[config.mk]
export PLATFORM = sky130hd
export DESIGN_NAME = rom_fetch_unit
export DESIGN_NICKNAME = d
export VERILOG_FILES = /design/src/rtl/light_stick_pkg.sv /design/src/rtl/fetch_fifo.sv /design/src/rtl/rom_fetch_unit.sv
export SDC_FILE = /design/constraint.sdc
export NUM_CORES = 1
export LEC_CHECK = 0
export CAP_MARGIN = 20
export CORE_MARGIN = 10
export CORE_UTILIZATION = 57
export DETAILED_ROUTE_END_ITERATION = 6
export GPL_ROUTABILITY_DRIVEN = 1
export HOLD_SLACK_MARGIN = 0.06
export PLACE_DENSITY = 0.81
export SYNTH_ARGS = -nofsm -noshare
export SYNTH_HDL_FRONTEND = slang
export SYNTH_HIERARCHICAL = 1
export SYNTH_SLANG_ARGS = --single-unit
[constraint.sdc]
create_clock -name clk -period 3.8 [get_ports clk]
set_clock_uncertainty 0.2 [all_clocks]
set_input_delay 0.38 -clock clk [delete_from_list [all_inputs] [get_ports clk]]
set_output_delay 0.38 -clock clk [all_outputs]
set_load 0.02 [all_outputs]
[src/rtl/light_stick_pkg.sv]
// Shared widths, constants, fetch FSM encoding and FIFO entry layout for the ROM fetch path.
package light_stick_pkg;

  localparam int unsigned ADDR_W = 16;
  localparam int unsigned DATA_W = 6;

  localparam logic [ADDR_W-1:0] START_ADDR = 16'h0000;
  localparam logic [DATA_W-1:0] END_MARK   = 6'b111111;

  typedef enum logic [1:0] {
    FETCH  = 2'd0,
    DRAIN  = 2'd1,
    HALTED = 2'd2
  } fetch_state_e;

  typedef struct packed {
    logic [ADDR_W-1:0] pc;
    logic [DATA_W-1:0] word;
  } fetch_entry_t;

endpackage

[src/rtl/fetch_fifo.sv]
// Show-ahead synchronous FIFO; flush beats push/pop, simultaneous push+pop allowed when full.
module fetch_fifo #(
  parameter int unsigned WIDTH = 22,
  parameter int unsigned DEPTH = 4
) (
  input  logic                         clk,
  input  logic                         rst_n,
  input  logic                         push,
  input  logic                         pop,
  input  logic                         flush,
  input  logic [WIDTH-1:0]             din,
  output logic                         full,
  output logic                         empty,
  output logic [$clog2(DEPTH):0]       count,
  output logic [WIDTH-1:0]             head
);

  localparam int unsigned PTR_W = $clog2(DEPTH);
  localparam int unsigned CNT_W = PTR_W + 1;

  logic [WIDTH-1:0] mem [DEPTH];
  logic [PTR_W-1:0] wr_ptr;
  logic [PTR_W-1:0] rd_ptr;
  logic             do_push;
  logic             do_pop;

  assign full    = (count == CNT_W'(DEPTH));
  assign empty   = (count == '0);
  assign do_pop  = pop & ~empty;
  assign do_push = push & (~full | do_pop);
  assign head    = mem[rd_ptr];

  always_ff @(posedge clk or negedge rst_n) begin
    if (!rst_n) begin
      wr_ptr <= '0;
      rd_ptr <= '0;
      count  <= '0;
      for (int i = 0; i < int'(DEPTH); i++) mem[i] <= '0;
    end else if (flush) begin
      wr_ptr <= '0;
      rd_ptr <= '0;
      count  <= '0;
    end else begin
      if (do_push) begin
        mem[wr_ptr] <= din;
        wr_ptr      <= wr_ptr + PTR_W'(1);
      end
      if (do_pop) rd_ptr <= rd_ptr + PTR_W'(1);
      case ({do_push, do_pop})
        2'b10:   count <= count + CNT_W'(1);
        2'b01:   count <= count - CNT_W'(1);
        default: count <= count;
      endcase
    end
  end

endmodule

[src/rtl/rom_fetch_unit.sv]
// Program ROM reader: walks addresses, prefetches tagged words into a FIFO, stops at END_MARK.
module rom_fetch_unit
  import light_stick_pkg::*;
#(
  parameter int unsigned FIFO_DEPTH = 4
) (
  input  logic              clk,
  input  logic              rst_n,
  output logic [ADDR_W-1:0] rom_addr,
  input  logic [DATA_W-1:0] rom_data,
  input  logic              redirect_valid,
  input  logic [ADDR_W-1:0] redirect_addr,
  input  logic              restart,
  output logic              instr_valid,
  input  logic              instr_ready,
  output logic [DATA_W-1:0] instr_data,
  output logic [ADDR_W-1:0] instr_pc,
  output logic              halted
);

  localparam int unsigned CNT_W = $clog2(FIFO_DEPTH) + 1;
  localparam int unsigned ENT_W = ADDR_W + DATA_W;

  fetch_state_e       state_q;
  fetch_state_e       state_d;
  logic [ADDR_W-1:0]  addr_d;
  logic               push;
  logic               pop;
  logic               flush;
  logic               full;
  logic               empty;
  logic [CNT_W-1:0]   count;
  logic [ENT_W-1:0]   head_raw;
  fetch_entry_t       head;
  fetch_entry_t       wr_entry;

  assign instr_valid = ~empty;
  assign pop         = instr_valid & instr_ready;
  assign wr_entry    = '{pc: rom_addr, word: rom_data};
  assign head        = fetch_entry_t'(head_raw);
  assign instr_pc    = head.pc;
  assign instr_data  = head.word;

  fetch_fifo #(
    .WIDTH (ENT_W),
    .DEPTH (FIFO_DEPTH)
  ) u_fifo (
    .clk   (clk),
    .rst_n (rst_n),
    .push  (push),
    .pop   (pop),
    .flush (flush),
    .din   (wr_entry),
    .full  (full),
    .empty (empty),
    .count (count),
    .head  (head_raw)
  );

  // Restart outranks redirect; both flush and suppress the fetch that cycle.
  always_comb begin
    state_d = state_q;
    addr_d  = rom_addr;
    push    = 1'b0;
    flush   = 1'b0;
    if (restart) begin
      flush   = 1'b1;
      addr_d  = START_ADDR;
      state_d = FETCH;
    end else if (redirect_valid) begin
      flush   = 1'b1;
      addr_d  = redirect_addr;
      state_d = FETCH;
    end else begin
      case (state_q)
        FETCH: begin
          if (rom_data == END_MARK) begin
            state_d = DRAIN;
          end else if (!full || pop) begin
            push   = 1'b1;
            addr_d = rom_addr + ADDR_W'(1);
          end
        end
        DRAIN: begin
          if (count == '0) state_d = HALTED;
        end
        HALTED:  state_d = HALTED;
        default: state_d = FETCH;
      endcase
    end
  end

  always_ff @(posedge clk or negedge rst_n) begin
    if (!rst_n) begin
      state_q  <= FETCH;
      rom_addr <= START_ADDR;
      halted   <= 1'b0;
    end else begin
      state_q  <= state_d;
      rom_addr <= addr_d;
      halted   <= (state_d == HALTED);
    end
  end

endmodule

==> metrics.md <==
| Metric | Value |
|---|---|
| CTS tree | `done` |
| Mean Syn Cell Area | `14.4 um^2` |
| Commonest non-fill, non-tap cell in the layout | `dfrtp_1` |
| DIE WIDTH | `123 um` |
| Die ar. | `15200 um^2` |
| Synth Warn # | `6` |
| Post-synth EDFFs | `0` |
| Yosys reg bits | `114` |
| Fin crit share | `86.6%` |
| Min-delay src | `redirect_addr[4]` |
| Ports | `67` |
| Diode count | `0` |
| DR WL/cell | `22.5 um` |
| Initial core utilization | `58.7%` |
| PostCTS Resize Cnt | `0` |
| Final setup violation count | `0` |
| Clk sinks | `114` |
| Core Rows | `37` |
| CTS HTree Levels | `4` |
| Vias in the first global route | `4192` |
| Worst R2R Setup Slack | `0.51 ns` |
| Clk_lat worst skew | `0.52 ns` |
| Critical Path Fanout Max | `12` |
| Slew Limit Fails | `0` |
| Slew HR | `41.5%` |
| Layout cells sized above 1 | `33.7%` |
| Max Cap Viol | `0` |
| RePlAce Congestion | `0.830` |
| Fin cells | `641` |
| Gate Count Post-Synth | `424` |
| Syn_nets | `457` |
| Status | `complete, no violations` |
| Crit-path most repeated cell | `nor3_1` |
| Final Instance Area | `7430 um^2` |
| Register area share after synthesis | `46.9%` |
| Fin nets | `525` |
| Cell chain of the critical path | `nor3_1 > nand2b_1 > a211o_1 > nor3_1 > nor2_1 > fa_1 > or3b_2 > or3_1 > a31oi_1` |
| Leakage power | `3.23 nW` |
| Vias | `3941` |
| Hold Path End | `rom_addr[4]$_DFFE_PN0P_` |
| GRT Util Overall | `20.2%` |
| Fill cells | `677` |
| RR Startpoint | `u_fifo/count[0]$_DFFE_PN0P_` |
| Core Util, Final | `71.7%` |
| Placed cell areas | `6740 um^2` |
| Critical Path RT | `4.04 ns` |
| Synth cell types | `55` |
| IO buf count | `66` |
| Slew @ Worst Pin | `0.877 ns` |
| Tightest Hold Check Type | `input port to register` |
| Cell area power density | `503 nW/um^2` |
| Total negative slack | `0 ns` |
| Drt drc | `0` |
| Initial antenna violation count | `0` |
| Capture point of the worst reg-to-reg path | `u_fifo/count[2]$_DFFE_PN0P_` |
| Critical path launch point type | `register` |
| Area growth, synth to finish | `22.1%` |
| Critical path class | `register to register` |
| Maximum root-to-sink buffer count | `2` |
| Hold Vio Cnt, Final | `0` |
| Vias per cell | `6.15` |
| Most frequent cells in the layout | `dfrtp_1 (114), mux2_4 (80), clkdlybuf4s50_1 (65), nor2_1 (24), mux4_2 (22)` |
| Crit-path slowest cell | `dfrtp_1` |
| Largest stage delay, worst path | `0.62 ns` |
| CP delay by family, top | `simple AND/OR/NAND/NOR gates` |
| Die height | `123 um` |
| Dpl cells | `608` |
| Root buf cell | `clkbuf_8` |
| Placed wire-length estimate | `8860 um` |
| First-pass GRT wire length | `23800 um` |
| F_max | `0.304 GHz` |
| Final ANT Viol Nets | `0` |
| DR iter-0 viols | `403` |
| CP Buf/Inv Count | `0` |
| Worst vdd ir | `441 uV` |
| Drt total wl | `14400 um` |
| Clock transition at path regs | `0.06 ns` |
| Largest net degree at the start of global routing | `68` |
| Crit end category | `register` |
| Worst endpoint data arrival time | `3.53 ns` |
| Core box area | `10400 um^2` |
| Async set-reset flop share out of synthesis | `100%` |
| Global route total overflow | `0` |
| Pwr Total | `3.74 mW` |
| CTS Buf Count | `17` |
| Mapped Area | `6080 um^2` |
| Hold Path Stages | `3` |
| Reg2reg path depth | `9` |
| RSZ-0062 raised after global routing | `no` |
| Post-synth top flop | `dfrtp_1` |
| Crit path time final | `3.29 ns` |
| First-pass DRT Iterations | `7` |
==> how the worst max path moves through the flow <==
| stage | startpoint | to | slack [ns] | cells past startpoint |
|---|---|---|---|---|
| 6_report | u_fifo/count[0]$_DFFE_PN0P_ | u_fifo/count[2]$_DFFE_PN0P_ | 0.51 | 9 |
| 4_1_cts | u_fifo/count[0]$_DFFE_PN0P_ | u_fifo/count[2]$_DFFE_PN0P_ | 0.52 | 9 |
| 5_1_grt | u_fifo/count[0]$_DFFE_PN0P_ | u_fifo/count[2]$_DFFE_PN0P_ | 0.37 | 9 |
| 2_1_floorplan | u_fifo/count[0]$_DFFE_PN0P_ | u_fifo/count[2]$_DFFE_PN0P_ | 0.38 | 12 |
| 3_3_place_gp | instr_ready | u_fifo/count[2]$_DFFE_PN0P_ | 0.66 | 9 |
| 3_5_place_dp | instr_ready | u_fifo/count[2]$_DFFE_PN0P_ | 0.57 | 9 |
==> cells by family after synthesis <==
| group | share of synthesized area (%) |
|---|---|
| AND/OR/NAND/NOR | 9.48 |
| XOR/XNOR | 0.576 |
| multiplexers | 29.9 |
| AO/OA/AOI/OAI | 6.56 |
| buffers and inverters | 5.26 |
| adder cells (fa/ha/maj) | 1.36 |
| flip-flops | 46.9 |
==> repair_timing <==
item / in CTS / in global routing
setup buffers: 0 / 0
hold buffers: 1 / 0
hold endpoints to repair: 65 / 0
==> state kept, by name (all words and copies together) (netlist names) <==
name           count
u_fifo/rd_ptr      2
state_q            2
rom_addr          16
u_fifo/mem        88
u_fifo/wr_ptr      2
u_fifo/count       3
halted             1
==> through the flow <==
stage          hold slack, ns  worst slack [ns]
6_report                0.257             0.509
5_1_grt                 0.260             0.369
4_1_cts                 0.246             0.521
3_5_place_dp            0.289             0.569
3_3_place_gp            0.286             0.658
2_1_floorplan          -0.116             0.380
==> tightest hold or removal path, cell delays in order <==
cell and delay [ns]:
clkdlybuf4s50_1 0.40, inv_1 0.07, a221oi_1 0.08
==> metal layers <==
metal	routed length, um	global-route usage, %	part of all wire, %
met2	7180	30.5	50
met4	133	5.17	0.92
met1	6080	27.7	42
met3	1040	6.38	7.2
met5	0	0	0
==> final cells by class <==
type                            instances  area, um^2  share of cell area [%]
Tap cell                              136         170                    2.29
Multi-Input combinational cell        266        2910                    39.2
Clock buffer                           18         428                    5.76
Clock inverter                         14         258                    3.47
Sequential cell                       114        2850                    38.4
Inverter                               14        52.6                   0.707
Timing Repair Buffer                   79         758                    10.2
==> report_power, final <==
part           internal, mW  leakage, nW  switching [mW]  total (mW)
clock                  1.28        0.331           0.577        1.86
sequential             1.30         1.54          0.0755        1.37
combinational         0.291         1.36           0.221       0.512
==> synth_stat cells, drive strengths merged (7+ instances only) <==
| cell | n | area (um^2) |
|---|---|---|
| buf | 19 | 226 |
| nand4 | 7 | 65.1 |
| nand3 | 8 | 40.0 |
| clkbuf | 11 | 41.3 |
| nor2 | 24 | 90.1 |
| nor4 | 7 | 43.8 |
| mux4 | 22 | 495 |
| a311oi | 14 | 123 |
| nand2 | 8 | 30.0 |
| nor2b | 7 | 43.8 |
| mux2 | 89 | 1300 |
| inv | 14 | 52.6 |
| dfrtp | 114 | 2850 |
Power figures use the tool's default switching activity.
